$ cat src/rtl/micro80_video_pkg.sv
// Shared constants and types for the Micro-80 character video path.
package micro80_video_pkg;

    // Timing of the HDMI stage that drives hcnt/vcnt
    localparam int H_START = 160;
    localparam int V_START = 29;
    localparam int H_TOTAL = 1344;

    // Character screen geometry
    localparam int COLS    = 64;
    localparam int ROWS    = 32;
    localparam int GLYPH_W = 8;
    localparam int GLYPH_H = 8;
    localparam int HSCALE  = 2;
    localparam int VSCALE  = 3;

    localparam int H_ACTIVE      = COLS * GLYPH_W * HSCALE;   // 1024 pixels
    localparam int LINES_PER_ROW = GLYPH_H * VSCALE;          // 24 scan lines

    // Lookahead between the fetch address and the displayed pixel; covers
    // the VRAM and font ROM latencies plus the code/font registers.
    localparam int LEAD = 5;

    typedef logic [23:0] rgb24_t;   // {R,G,B}

    localparam rgb24_t DEFAULT_FG_RGB     = 24'h00FF00;
    localparam rgb24_t DEFAULT_BG_RGB     = 24'h000000;
    localparam int     DEFAULT_BLINK_LOG2 = 4;

endpackage

$ cat src/rtl/micro80_cursor_blink.sv
// Cursor blink phase: counts rising edges of vs and flips the phase each
// time the frame counter wraps.
module micro80_cursor_blink
    import micro80_video_pkg::*;
#(
    parameter int BLINK_LOG2 = DEFAULT_BLINK_LOG2
) (
    input  logic pixclk,
    input  logic rst,
    input  logic vs,
    output logic blink
);

    logic                  vs_q;
    logic [BLINK_LOG2-1:0] frame_cnt;

    // Detect vs rising edges and advance the frame counter / blink phase
    always_ff @(posedge pixclk) begin
        // NOTE: sequential state uses non-blocking assignments so every flop samples pre-edge values.
        if (rst) begin
            vs_q      <= 1'b0;
            frame_cnt <= '0;
            blink     <= 1'b0;
        end else begin
            vs_q <= vs;
            if (vs && !vs_q) begin
                frame_cnt <= frame_cnt + 1'b1;
                if (frame_cnt == {BLINK_LOG2{1'b1}})
                    blink <= ~blink;
            end
        end
    end

endmodule

$ cat src/rtl/micro80_text_gen.sv
// Micro-80 character-mode pixel generator: 64x32 cells of 8x8 glyphs,
// scaled 2x3, fetched from VRAM/font ROM ahead of the beam and serialised
// into RGB for the HDMI stage.
module micro80_text_gen
    import micro80_video_pkg::*;
#(
    parameter rgb24_t FG_RGB     = DEFAULT_FG_RGB,
    parameter rgb24_t BG_RGB     = DEFAULT_BG_RGB,
    parameter int     BLINK_LOG2 = DEFAULT_BLINK_LOG2
) (
    input  logic        pixclk,
    input  logic        rst,
    input  logic [10:0] hcnt,
    input  logic [10:0] vcnt,
    input  logic        visible,
    input  logic        vs,
    output logic [10:0] vram_addr,
    input  logic [7:0]  vram_data,
    output logic [9:0]  font_addr,
    input  logic [7:0]  font_data,
    input  logic [5:0]  cursor_x,
    input  logic [4:0]  cursor_y,
    input  logic        cursor_en,
    output logic [7:0]  red,
    output logic [7:0]  green,
    output logic [7:0]  blue
);

    localparam logic [11:0] H_FIRST   = 12'(H_START);
    localparam logic [11:0] X_LIMIT   = 12'(H_ACTIVE);
    localparam logic [10:0] H_LAST    = 11'(H_TOTAL - 1);
    localparam logic [10:0] V_PRE     = 11'(V_START - 1);
    localparam logic [4:0]  SUB_LAST  = 5'(LINES_PER_ROW - 1);
    localparam logic [4:0]  ROW_LAST  = 5'(ROWS - 1);
    localparam logic [1:0]  VDIV_LAST = 2'(VSCALE - 1);

    // Vertical state: counts scan lines inside the active window
    logic       v_active;
    logic [4:0] row;
    logic [4:0] sub;
    logic [1:0] vdiv;
    logic [2:0] glyph_line;

    // Fetch and display pipeline
    logic       code7_q;
    logic       inv_d;
    logic       inv_q;
    logic [7:0] shift;
    rgb24_t     rgb_q;
    logic       blink;

    // Column arithmetic; columns left of the window wrap to large values
    logic [11:0] x_cur;
    logic [11:0] x_nxt;
    logic [11:0] x_la;
    logic        cur_in;
    logic        la_in;
    logic        load_cell;
    logic        line_end;
    logic        cursor_hit;
    logic        pix;

    assign x_cur     = {1'b0, hcnt} - H_FIRST;
    assign x_nxt     = x_cur + 12'd1;
    assign x_la      = x_cur + 12'(LEAD);
    assign cur_in    = x_cur < X_LIMIT;
    assign la_in     = x_la < X_LIMIT;
    assign load_cell = (x_nxt < X_LIMIT) && (x_nxt[3:0] == 4'd0);
    assign line_end  = hcnt == H_LAST;

    assign cursor_hit = cursor_en && blink && (row == cursor_y)
                        && (x_cur[9:4] == cursor_x) && (glyph_line >= 3'd6);
    assign pix        = shift[7] ^ inv_q ^ cursor_hit;

    micro80_cursor_blink #(
        .BLINK_LOG2 (BLINK_LOG2)
    ) u_cursor_blink (
        .pixclk (pixclk),
        .rst    (rst),
        .vs     (vs),
        .blink  (blink)
    );

    // Row / sub-line / glyph-line tracking, advanced at each line end
    always_ff @(posedge pixclk) begin
        // NOTE: reset is synchronous, so rst is simply sampled at the clock edge like any other input.
        if (rst) begin
            v_active   <= 1'b0;
            row        <= '0;
            sub        <= '0;
            vdiv       <= '0;
            glyph_line <= '0;
        end else if (line_end) begin
            if (vcnt == V_PRE) begin
                v_active   <= 1'b1;
                row        <= '0;
                sub        <= '0;
                vdiv       <= '0;
                glyph_line <= '0;
            end else if (v_active) begin
                if (sub == SUB_LAST) begin
                    sub        <= '0;
                    vdiv       <= '0;
                    glyph_line <= '0;
                    row        <= row + 5'd1;
                    if (row == ROW_LAST)
                        v_active <= 1'b0;
                end else begin
                    sub <= sub + 5'd1;
                    if (vdiv == VDIV_LAST) begin
                        vdiv       <= '0;
                        glyph_line <= glyph_line + 3'd1;
                    end else begin
                        vdiv <= vdiv + 2'd1;
                    end
                end
            end
        end
    end

    // Fetch: VRAM address from the lookahead column, then font address from the code
    always_ff @(posedge pixclk) begin
        if (rst) begin
            vram_addr <= '0;
            font_addr <= '0;
            code7_q   <= 1'b0;
            inv_d     <= 1'b0;
        end else begin
            if (v_active && la_in)
                vram_addr <= {row, x_la[9:4]};
            font_addr <= {vram_data[6:0], glyph_line};
            code7_q   <= vram_data[7];
            inv_d     <= code7_q;
        end
    end

    // Display: load the glyph row at each cell boundary, shift every 2nd pixel, colour it
    always_ff @(posedge pixclk) begin
        if (rst) begin
            shift <= '0;
            inv_q <= 1'b0;
            rgb_q <= '0;
        end else begin
            if (load_cell) begin
                shift <= font_data;
                inv_q <= inv_d;
            end else if (x_cur[0]) begin
                shift <= {shift[6:0], 1'b0};
            end
            if (v_active && cur_in)
                rgb_q <= pix ? FG_RGB : BG_RGB;
            else
                rgb_q <= '0;
        end
    end

    // visible is registered alongside rgb_q in the HDMI stage, so it blanks the same pixel
    assign red   = visible ? rgb_q[23:16] : 8'h00;
    assign green = visible ? rgb_q[15:8]  : 8'h00;
    assign blue  = visible ? rgb_q[7:0]   : 8'h00;

endmodule

$ cat config.mk
export PLATFORM = sky130hd
export DESIGN_NAME = micro80_text_gen
export DESIGN_NICKNAME = d
export VERILOG_FILES = /design/src/rtl/micro80_video_pkg.sv /design/src/rtl/micro80_cursor_blink.sv /design/src/rtl/micro80_text_gen.sv
export SDC_FILE = /design/constraint.sdc
export NUM_CORES = 1
export LEC_CHECK = 0
export ABC_AREA = 1
export CORE_ASPECT_RATIO = 1.25
export CORE_MARGIN = 10
export CORE_UTILIZATION = 25
export DETAILED_ROUTE_END_ITERATION = 12
export PLACE_DENSITY_LB_ADDON = 0.05
export SLEW_MARGIN = 20
export SYNTH_ARGS = -nofsm -noshare
export SYNTH_HDL_FRONTEND = slang
export SYNTH_HIERARCHICAL = 1
export SYNTH_SLANG_ARGS = --single-unit
$ cat constraint.sdc
create_clock -name pixclk -period 2.3 [get_ports pixclk]
set_input_delay 0.23 -clock pixclk [delete_from_list [all_inputs] [get_ports pixclk]]
set_output_delay 0.23 -clock pixclk [all_outputs]
set_load 0.01 [all_outputs]
==> flow_summary.yaml, run 1 <==
status:
  outcome: "completed"
setup_path:
  start_kind: "input port"
  critical_path_peak_fanout: 12
  crit_type: "in2reg"
  arrival_ns: 2.26
  r2r_cells: 9
  endpoint_kind: "flip-flop"
  worstPathRequired_ns: 2.49
die:
  die-width_um: 122
  pin_count: 99
  rows: 46
  initial_utilization_pct: 25.4
  core-area_mm2: 0.0127
  die_area_mm2: 0.0178
  die_y_um: 147
clock_tree:
  clk-insertion-delay-late_ns: 0.30
  cts_hold_buf: 0
  cts-root-buf: "clkbuf_16"
  tritoncts: "yes"
  cts.clk_slew.worst_paths_ns: 0.08
  post_cts_buffers: 0
  clockBufferDepth: 2
  htreeDepth: 2
  cts_num_sinks: 55
  cts_buffers: 5
routing:
  ant_nets: 0
  drc: 0
  dr.pass1.iters: 4
  num_vias: 3068
  wl_um: 9460
  drt_iter0_drc: 102
  viasPerCell: 4.18
  wire_per_inst_um: 12.9
logic_synthesis:
  netlist_area_mm2: 0.00322
  ys_ff_latch: 55
  syn_inst: 466
  ys_seq_area_share_pct: 34.2
  postSynthAreaPerCell_um2: 6.91
  yosys_warnings: 6
  ys_types: 37
timing:
  rsz0062_at_grt: "no"
  final_max_slew_viol_count: 0
  finalClockSkew_ns: 0.00662
  final.min_clock_period_ns: 2.08
  finalCritPeriodShare_pct: 90.3
  fin_ws_ns: 0.222
  fmax_mhz: 481
  final-setup-viol-count: 0
  hold_viol: 0
placement:
  place_area_mm2: 0.00429
  dpl.cell_count: 726
  dp_hpwl_um: 7730
  gp_congestion: 0.773
  port_buffers: 82
  pre_cts_ws_ns: -0.142
pwr:
  max-vdd-ir-drop_mv: 0.266
  p_leak_nw: 1.88
  power.density_mw_per_mm2: 472
hold_path:
  hold_class: "reg2reg"
  worstHoldPathCells: 2
grt:
  gr-total-overflow: 0
  grt_first_pass_wirelength_um: 15200
  grtUsageTotal_pct: 10.6
  grt_antenna_before_repair: 0
  grt_pass1_vias: 3127
  grt_max_degree: 25
layout:
  syn_to_final_growth_pct: 38.0
  fillCellCount: 1408
  stdcell_area_mm2: 0.00444
  drive_gt1_share_pct: 12.2
  fin_cells: 734
  diodes: 0
  nNetsFinal: 626
flow_run:
  maxCapViolCount: 0
-- worst max-delay path, cell delays in order --
cell	delay, ns
clkdlybuf4s50_1	0.42
inv_1	0.13
ha_1	0.19
inv_1	0.05
nand2_2	0.09
nand2_1	0.08
nand2_1	0.07
nand2_1	0.06
nor2_1	0.14
inv_1	0.06
nor2_2	0.11
nor2_1	0.06
nor2_2	0.14
nand2_4	0.12
o21ai_0	0.23
nor2_1	0.06
-- power by group --
group | leakage (nW) | switching, mW | internal (mW)
clock | 0.0675 | 0.374 | 0.410
sequential | 0.446 | 0.00652 | 0.966
combinational | 1.37 | 0.172 | 0.170
-- final cells by class --
| class | instances | area (µm²) | share of cell area [%] |
|---|---|---|---|
| multi-input combinational | 322 | 1680 | 37.8 |
| sequential | 55 | 1100 | 24.8 |
| timing repair buffer | 108 | 1030 | 23.1 |
| inverter | 73 | 277 | 6.22 |
| tap | 168 | 210 | 4.73 |
| clock buffer | 6 | 129 | 2.90 |
| clock inverter | 2 | 16.3 | 0.366 |
-- state kept, by name, summed over array words and instances (netlist names) --
name and flops:
vram_addr 11, u_cursor_blink/frame_cnt 4, u_cursor_blink/vs_q 1, glyph_line 3, v_active 1, row 5, vdiv 2, font_addr 10
rgb_q 1, inv_q 1, shift 8, inv_d 1, code7_q 1, sub 5, u_cursor_blink/blink 1
-- cell usage after synthesis, drive strengths merged --
master | n | area (µm²)
o21a | 1 | 7.51
clkinv | 1 | 3.75
dfxtp | 55 | 1100
xnor2 | 5 | 43.8
nand4 | 12 | 75.1
xor2 | 14 | 123
o22ai | 1 | 6.26
o21bai | 1 | 7.51
a21oi | 22 | 121
a211oi | 1 | 7.51
a21boi | 1 | 18.8
ha | 7 | 87.6
buf | 26 | 206
o2111ai | 1 | 8.76
clkbuf | 5 | 20.0
inv | 72 | 270
nand2 | 88 | 360
nor3 | 12 | 60.1
nand3 | 39 | 218
o21ai | 19 | 98.9
conb | 1 | 3.75
nor3b | 1 | 12.5
nor2 | 78 | 333
nor4 | 3 | 25.0
-- metal layers --
layer	GRT usage (%)	share of wire (%)	vias to the layer above
met5	0	0	-
met4	3.29	1.3	0
met3	2.22	3.8	8
met2	20.1	53	50
met1	11.1	42	1380
li1	-	-	1630
-- cell usage in the layout, fill, tap and decap left out, types with 2 or more instances in the layout --
| master | count |
|---|---|
| clkdlybuf4s50_1 | 82 |
| nand2_1 | 78 |
| nor2_1 | 67 |
| inv_1 | 65 |
| dfxtp_1 | 55 |
| nand3_1 | 36 |
| buf_4 | 25 |
| a21oi_1 | 21 |
| conb_1 | 16 |
| o21ai_0 | 14 |
| xor2_1 | 14 |
| nor3_1 | 12 |
| nand4_1 | 12 |
| nor2_2 | 8 |
| nand2_2 | 8 |
| ha_1 | 7 |
| inv_2 | 6 |
| xnor2_1 | 5 |
| clkbuf_16 | 5 |
| o21ai_1 | 4 |
| nor2_4 | 3 |
| nand2_4 | 2 |
| nand3_2 | 2 |
| nor4_1 | 2 |
-- per-stage QoR --
| step | total power [mW] | hold slack (ns) | utilization (%) | TNS (ns) |
|---|---|---|---|---|
| floorplan | 1.17 | 0.302 | - | 0 |
| global placement | 1.34 | 0.392 | 33.9 | -1.28 |
| global route | 2.21 | 0.434 | 35.1 | 0 |
| finish | 2.10 | 0.405 | 35.1 | 0 |
| detailed placement | 1.34 | 0.396 | 33.9 | -1.88 |
| CTS | 2.14 | 0.410 | 35.0 | 0 |
-- kinds of logic (layout without fill, tap and decap cells) --
family	Yosys count	count (layout)	share of synthesized area, %
other cells	1	16	0.116
fa+ha+maj	7	7	2.72
compound gates	47	47	8.59
flops	55	55	34.2
buf+inv	104	189	15.5
xor+xnor	19	19	5.17
simple gates	233	233	33.7
-- path summary, 6_finish.rpt --
check	start	to	slack, ns
hold reg to reg	code7_q$_SDFF_PP0_	inv_d$_SDFF_PP0_	0.40
setup / recovery	hcnt[6]	vram_addr[2]$_SDFFE_PP0P_	0.22
setup reg to reg	sub[0]$_SDFFE_PP0P_	row[1]$_SDFFE_PP0P_	0.51
hold / removal	code7_q$_SDFF_PP0_	inv_d$_SDFF_PP0_	0.40
-- what timing repair did --
action,CTS,global route
setup endpoints to repair,0,12
resized for setup,0,5
hold endpoints to repair,0,0
No activity file was read; power rests on OpenSTA's default activity.
==> run 2, diff against run 1 <==
--- a/config.mk
+++ b/config.mk
@@ -11,7 +11,6 @@
 export CORE_UTILIZATION = 25
 export DETAILED_ROUTE_END_ITERATION = 12
 export PLACE_DENSITY_LB_ADDON = 0.05
-export SLEW_MARGIN = 20
 export SYNTH_ARGS = -nofsm -noshare
 export SYNTH_HDL_FRONTEND = slang
 export SYNTH_HIERARCHICAL = 1
==> results of run 2 <==
No change in the layout: final DEF, timing and power equal those of run 1.
